### src/rtl/uart_tx.sv
// Serial UART transmitter: start bit, LSB-first data bits, stop bit(s),
// paced by a 16x oversampling tick shared with the receiver.
`timescale 1ns/1ps

module uart_tx #(
    parameter int DATA_BITS = 8,
    parameter int SB_TICKS  = 16
) (
    input  logic                 clock,
    input  logic                 reset_i,
    input  logic                 tick,
    input  logic                 tx_start_i,
    input  logic [DATA_BITS-1:0] data_i,
    output logic                 tx_o,
    output logic                 busy_o,
    output logic                 tx_done_o
);

    localparam int CNT_W = (SB_TICKS > 16) ? $clog2(SB_TICKS) : 4;
    localparam int BIT_W = (DATA_BITS > 1) ? $clog2(DATA_BITS) : 1;

    localparam logic [CNT_W-1:0] BIT_TICK_LAST  = CNT_W'(15);
    localparam logic [CNT_W-1:0] STOP_TICK_LAST = CNT_W'(SB_TICKS - 1);
    localparam logic [BIT_W-1:0] BIT_CNT_LAST   = BIT_W'(DATA_BITS - 1);
    localparam logic [CNT_W-1:0] CNT_ONE        = CNT_W'(1);
    localparam logic [BIT_W-1:0] BIT_ONE        = BIT_W'(1);

    typedef enum logic [1:0] {
        IDLE  = 2'd0,
        START = 2'd1,
        DATA  = 2'd2,
        STOP  = 2'd3
    } state_t;

    state_t               state, state_nxt;
    logic [CNT_W-1:0]     s_cnt, s_cnt_nxt;
    logic [BIT_W-1:0]     n_cnt, n_cnt_nxt;
    logic [DATA_BITS-1:0] shift_q, shift_nxt;
    logic                 tx_nxt;
    logic                 busy_nxt;
    logic                 done_nxt;

    always_ff @(posedge clock or posedge reset_i) begin
        if (reset_i) begin
            state     <= IDLE;
            s_cnt     <= '0;
            n_cnt     <= '0;
            shift_q   <= '0;
            tx_o      <= 1'b1;
            busy_o    <= 1'b0;
            tx_done_o <= 1'b0;
        end else begin
            state     <= state_nxt;
            s_cnt     <= s_cnt_nxt;
            n_cnt     <= n_cnt_nxt;
            shift_q   <= shift_nxt;
            tx_o      <= tx_nxt;
            busy_o    <= busy_nxt;
            tx_done_o <= done_nxt;
        end
    end

    always_comb begin
        state_nxt = state;
        s_cnt_nxt = s_cnt;
        n_cnt_nxt = n_cnt;
        shift_nxt = shift_q;
        done_nxt  = 1'b0;

        case (state)
            IDLE: begin
                if (tx_start_i) begin
                    state_nxt = START;
                    s_cnt_nxt = '0;
                    shift_nxt = data_i;
                end
            end
            START: begin
                if (tick) begin
                    if (s_cnt == BIT_TICK_LAST) begin
                        state_nxt = DATA;
                        s_cnt_nxt = '0;
                        n_cnt_nxt = '0;
                    end else begin
                        s_cnt_nxt = s_cnt + CNT_ONE;
                    end
                end
            end
            DATA: begin
                if (tick) begin
                    if (s_cnt == BIT_TICK_LAST) begin
                        s_cnt_nxt = '0;
                        shift_nxt = shift_q >> 1;
                        if (n_cnt == BIT_CNT_LAST) begin
                            state_nxt = STOP;
                        end else begin
                            n_cnt_nxt = n_cnt + BIT_ONE;
                        end
                    end else begin
                        s_cnt_nxt = s_cnt + CNT_ONE;
                    end
                end
            end
            STOP: begin
                if (tick) begin
                    if (s_cnt == STOP_TICK_LAST) begin
                        state_nxt = IDLE;
                        s_cnt_nxt = '0;
                        done_nxt  = 1'b1;
                    end else begin
                        s_cnt_nxt = s_cnt + CNT_ONE;
                    end
                end
            end
            default: state_nxt = IDLE;
        endcase

        // Line level is decoded from the state being entered so tx_o is a
        // plain flop and the start bit appears one cycle after acceptance.
        case (state_nxt)
            START:   tx_nxt = 1'b0;
            DATA:    tx_nxt = shift_nxt[0];
            default: tx_nxt = 1'b1;
        endcase
        busy_nxt = (state_nxt != IDLE);
    end

endmodule

### config.mk
export PLATFORM = sky130hd
export DESIGN_NAME = uart_tx
export DESIGN_NICKNAME = d
export VERILOG_FILES = /design/src/rtl/uart_tx.sv
export SDC_FILE = /design/constraint.sdc
export NUM_CORES = 1
export LEC_CHECK = 0
export CAP_MARGIN = 20
export CORE_ASPECT_RATIO = 0.7
export CORE_MARGIN = 10
export CORE_UTILIZATION = 35
export CTS_CLUSTER_SIZE = 12
export DETAILED_ROUTE_END_ITERATION = 12
export MAX_ROUTING_LAYER = met4
export PLACE_DENSITY_LB_ADDON = 0.12
export SYNTH_ARGS = -nofsm -noshare
export SYNTH_HDL_FRONTEND = slang
export SYNTH_SLANG_ARGS = --single-unit
### constraint.sdc
create_clock -name clock -period 1.83 [get_ports clock]
set_input_delay 0.366 -clock clock [delete_from_list [all_inputs] [get_ports clock]]
set_output_delay 0.366 -clock clock [all_outputs]
set_load 0.02 [all_outputs]
# Yosys cells after proc, flatten, opt, wreduce, memory -nomap -nowiden
# Index checks and enable logic that the tools add are counted.
# W data, S select, Z words.
classes:
  n_eq_ne: 14
  mux: 27
  reduce_logical: 8
  addsub: 2
ops:
  columns: ["op", "n"]
  rows:
  - ["$mux W8", 3]
  - ["$mux W2", 8]
  - ["$pmux W8 S2", 1]
  - ["$mux W3", 5]
  - ["$mux W4", 3]
  - ["$ne A2 B2 Y1 const B", 6]
  - ["$pmux W2 S4", 1]
  - ["$pmux W4 S2", 1]
  - ["$eq A2 B2 Y1 const B", 3]
  - ["$pmux W3 S2", 1]
  - ["$reduce_and A6 Y1", 1]
  - ["$reduce_bool A2 Y1", 3]
  - ["$add A4 B1 Y4 const B", 1]
  - ["$eq A2 B1 Y1 const B", 2]
  - ["$eq A4 B4 Y1 const B", 1]
  - ["$reduce_and A4 Y1", 1]
  - ["$add A3 B1 Y3 const B", 1]
  - ["$eq A3 B3 Y1 const B", 1]
  - ["$mux W1", 3]
  - ["$reduce_or A3 Y1", 1]
  - ["$logic_not A2 Y1", 1]
  - ["$ne A2 B1 Y1 const B", 1]
  - ["$pmux W1 S2", 1]
  - ["$reduce_and A2 Y1", 1]
word_totals:
  wordCells: 59
  ff_bits: 20

# Longest topological paths before layout
logic_depth:
  word_depth: 7
  depth_mapped: 7

# Worst setup path after synthesis
# Ideal clock, no wire load.
synth_path:
  path_kind: "reg2reg"
  start: "register n_cnt[0]"
  end: "register n_cnt[0]"
  t_arrival_ps: 1531
  stages_incl_launch_ff: 7
  path_buffers: 0
  setup_slack_ps: 174
  path_cell_list: "dfrtp_1 ha_1 ha_1 mux2i_1 nand4_1 nor2_1 mux2_2"
synth_between:
  elab_chain_len: 5
  elab_cells_between_ends: 8
synth_lines:
  columns: ["item", "line", "source"]
  rows:
  - ["from (decl)", "37", "logic [BIT_W-1:0] n_cnt, n_cnt_nxt;"]
  - ["from (signal assigned)", "55", "n_cnt <= n_cnt_nxt;"]
  - ["$add A3 B1 Y3", "97", "n_cnt_nxt = n_cnt + BIT_ONE;"]
  - ["$mux W3", "94", "if (n_cnt == BIT_CNT_LAST) begin"]
  - ["$mux W3", "91", "if (s_cnt == BIT_TICK_LAST) begin"]
  - ["$mux W3", "90", "if (tick) begin"]
  - ["$pmux W3 S2", "70", "case (state)"]
# Several ways; a longest one is shown, not always the timed one. The select of a mux whose other input is x is not followed.
# A chain may end at the register's enable or synchronous reset.

# Worst setup path after layout
layout_path:
  start: "register tx_o"
  end: "output port tx_o"
layout_rtl:
  columns: ["item", "line", "source"]
  rows:
  - ["from (decl)", "14", "output logic tx_o,"]
  - ["from (signal assigned)", "57", "tx_o <= tx_nxt;"]
# No word-level cell between the ends.

==> results.md <==
Flow run:
- The max-cap violation count is 0.

Synth:
- The flip-flop and latch count after synthesis is 20.
- Yosys attributes the largest share of cell area to sky130_fd_sc_hd__dfrtp_1, sky130_fd_sc_hd__a22o_1, sky130_fd_sc_hd__a21o_1.
- Synthesis produced a netlist with a net count of roughly 110.
- The total standard cell area after synthesis is approximately 1000 um2.
- The biggest area contributor in the post-synthesis netlist is sky130_fd_sc_hd__dfrtp_1.
- The netlist uses 34 different library cells.
- Yosys printed 0 warnings.
- The mean cell area of the mapped netlist is 11.2 um2.
- The top cell type by area accounts for between 40% and 50% of the synthesized area.
- The synthesized instance count is 91.
- Sequential elements use between 40% and 50% of the synthesized area.

Cells and area:
- The area growth from synthesis to layout is 23.2%.
- The final-stage net count is 126.
- Of the cells placed in the final design, the portion with a size suffix greater than 1 is about 15%.
- The post-layout instance count excluding filler cells is roughly 150.
- The number of antenna diodes in the final layout is 0.

Floorplan:
- The overall die area is 5490 um2.
- The number of primary I/O pins is 15.
- The width of the chip is approximately 84 um.
- Row generation in the floorplan step produced 16 rows.
- The y dimension of the die is 65.1 um.
- Once the floorplan was initialized, standard cells occupied between 30% and 40% of the core.
- The area inside the core boundary is ~2800 um2.

Placed design:
- The number of port buffers is 14.
- Routability-driven placement finished with a final weighted congestion of between 0.7 and 0.8.
- Summed over all nets, the half-perimeter wirelength after detailed placement is ~1.5 mm.
- The pre-CTS setup slack is -85.4 ps.
- The instance count after placement with tap cells included is ~140.

Setup path:
- The slowest stage of the critical path belongs to the cell sky130_fd_sc_hd__clkdlybuf4s50_1.
- Traced cell by cell, the critical path runs through clkdlybuf4s50_1.
- The worst setup path is launched from a flip-flop.
- Data on the critical path is required at its endpoint by 1460 ps.
- Data on the critical path arrives at its endpoint at about 1400 ps.
- Together, buffers and inverters on the worst path number 1.
- The category of the most critical setup path is flip-flop to output port.
- The worst setup path is captured at an output port.
- The largest fanout on the critical path is 1.
- The largest stage delay on the critical path is a little under 600 ps.
- In this design, the largest share of critical-path delay is due to buffers and inverters.

STA:
- The count of final hold-check violations came to 0.
- Setup repair after global routing left no endpoint under its margin.
- The relative slew slack is between 70% and 80%.
- The portion of the clock cycle consumed by the worst path in the final layout is between 90% and 100%.
- The number of slew-limit violations in the final report was 0.
- For the final database, setup skew stands at around 2.8 ps.
- The final setup violation count is 0.
- Timing would allow up to ~580 MHz.
- The total negative slack is 0 ps.
- Counting I/O delays and the setup requirement, the final critical path takes 1730 ps.
- The transition time of the tightest slew-check pin is 398 ps.
- After layout, the worst setup slack is between 100 and 150 ps.

Global route:
- After global routing the overflow that remains totals 0.
- The aggregate global-route resource usage is around 8.0%.
- The via count of the first global-routing pass was 748.
- The number of antenna violations at the first check in global routing came to 0.
- Entering global routing, the biggest net connects 21 pins.
- The first global-routing pass estimated roughly 3.6 mm of wire.

Clock tree:
- No sink is reached through more buffers than the 2 on the longest clock path.
- The CTS sink count is 20.
- For this design, the CTS-stage hold fixing added 0 buffers.
- The clock reaches the later pin of the worst-skew pair after roughly 250 ps.
- The post-CTS setup buffer count is 0.
- The CTS tree is built.
- The number of instances resized during post-cts repair is 0.
- In this run the clock root is driven by a sky130_fd_sc_hd__clkbuf_8.
- The H-tree depth is 1.
- The number of buffers added by the clock tree synthesis step is 3.
- Clock-pin slew was measured on the worst setup and hold paths at ~70 ps.

Drt:
- After detailed routing, the number of remaining DRC violations is 0.
- Using the TritonRoute via totals, the vias-per-cell ratio works out to approximately 5.
- The number of antenna-violating nets in the routed design is 0.
- The number of vias in the routed layout is around 730.
- The aggregate routed wire length is between 1.5 and 2 mm.
- The detailed router finished its first iteration with 64 violations.
- The pre-antenna-repair detailed-routing pass consisted of 4 iterations.
- In the final routed layout, each cell accounts on average for approximately 14 um.

Outcome:
- The run finished with clean final reports.

Power and ir drop:
- Power spread over the standard cell area amounts to approximately 1100 nW/um2.
- The worst IR drop on VDD is approximately 0.45 mV.
- The leakage power is 0.592 nW.
- Power comes to between 0.001 and 0.0015 W.

Hold path:
- In this run the worst hold path is classified as primary input to async pin.
[sequential cells by signal (all words and copies together) (netlist names)]
name       flops
busy_o         1
s_cnt          4
state          2
tx_o           1
shift_q        8
n_cnt          3
tx_done_o      1
[final cells by class]
| type | count | area, um2 |
|---|---|---|
| sequential | 20 | 502 |
| multi-input combinational | 60 | 438 |
| tap | 36 | 45.0 |
| timing repair buffer | 21 | 193 |
| clock buffer | 4 | 55.1 |
| inverter | 5 | 18.8 |
| fill | 263 | 1530 |
[layout by cell type, fill, tap and decap left out, drive strengths merged, types with 2 or more instances in the layout]
| master | count |
|---|---|
| nand4 | 2 |
| nand2 | 4 |
| a22o | 8 |
| o21ai | 4 |
| clkdlybuf4s50 | 14 |
| nor2b | 2 |
| clkbuf | 4 |
| ha | 3 |
| and2 | 2 |
| buf | 7 |
| inv | 5 |
| a311oi | 2 |
| dfrtp | 19 |
| a21o | 8 |
| a21oi | 4 |
| mux2i | 3 |
| nor2 | 4 |
[cells by family after synthesis]
family,synth area share [%]
AO/OA/AOI/OAI,22.8
XOR/XNOR,0.862
adder cells (fa/ha/maj),3.69
buffers and inverters,7.51
flip-flops,49.4
multiplexers,4.06
AND/OR/NAND/NOR,11.7
[stage by stage]
stage	util (%)	hold slack (ps)	instance area (um2)
2_1_floorplan	-	329	1020
3_3_place_gp	43.0	462	1200
3_5_place_dp	43.0	466	1200
4_1_cts	45.0	430	1250
5_1_grt	45.0	449	1250
6_report	45.0	426	1250
[cell usage after synthesis (all sizes together)]
cell type  instances
and2               2
buf                5
a22o               8
o21ai              4
a32o               1
and2b              1
ha                 3
o21a               1
nor3b              1
inv                5
dfrtp             19
nand2              4
a211oi             1
nor2               4
or2                1
and3               1
xnor2              1
dfstp              1
a21o               8
a21oi              4
a311oi             2
and4               1
nand4              2
o31ai              1
clkbuf             1
o211ai             1
nor3               1
nor2b              2
mux2i              3
mux2               1
nand3b             1
[routing by layer]
metal | vias up | track usage (%) | wire length (um)
met1 | 350 | 9.79 | 996
met2 | 12 | 11.3 | 845
met5 | - | - | 0
met4 | 0 | 2.46 | 18
li1 | 367 | - | -
met3 | 2 | 4.00 | 116
[worst paths after layout]
check / to / slack [ps] / cells past startpoint / startpoint
worst max-delay path: tx_o / 100 / 1 / tx_o
worst min-delay path: shift_q[0] / 430 / 3 / reset_i
worst max register to register: n_cnt[0] / 140 / 6 / n_cnt[0]
worst min register to register: shift_q[3] / 480 / 1 / shift_q[3]
max in group asynchronous: tx_o / 1140 / 3 / reset_i
min in group clock: shift_q[3] / 480 / 1 / shift_q[3]
[report_power, final]
group	internal (W)	switching, W	total (W)	leakage, nW
clock network	0.000191	0.000140	0.000331	0.0288
logic	0.000187	0.000129	0.000316	0.325
registers	0.000591	0.000118	0.000709	0.238
total	0.000969	0.000386	0.00136	0.592
Note: power is estimated with default switching activity, not from simulation.
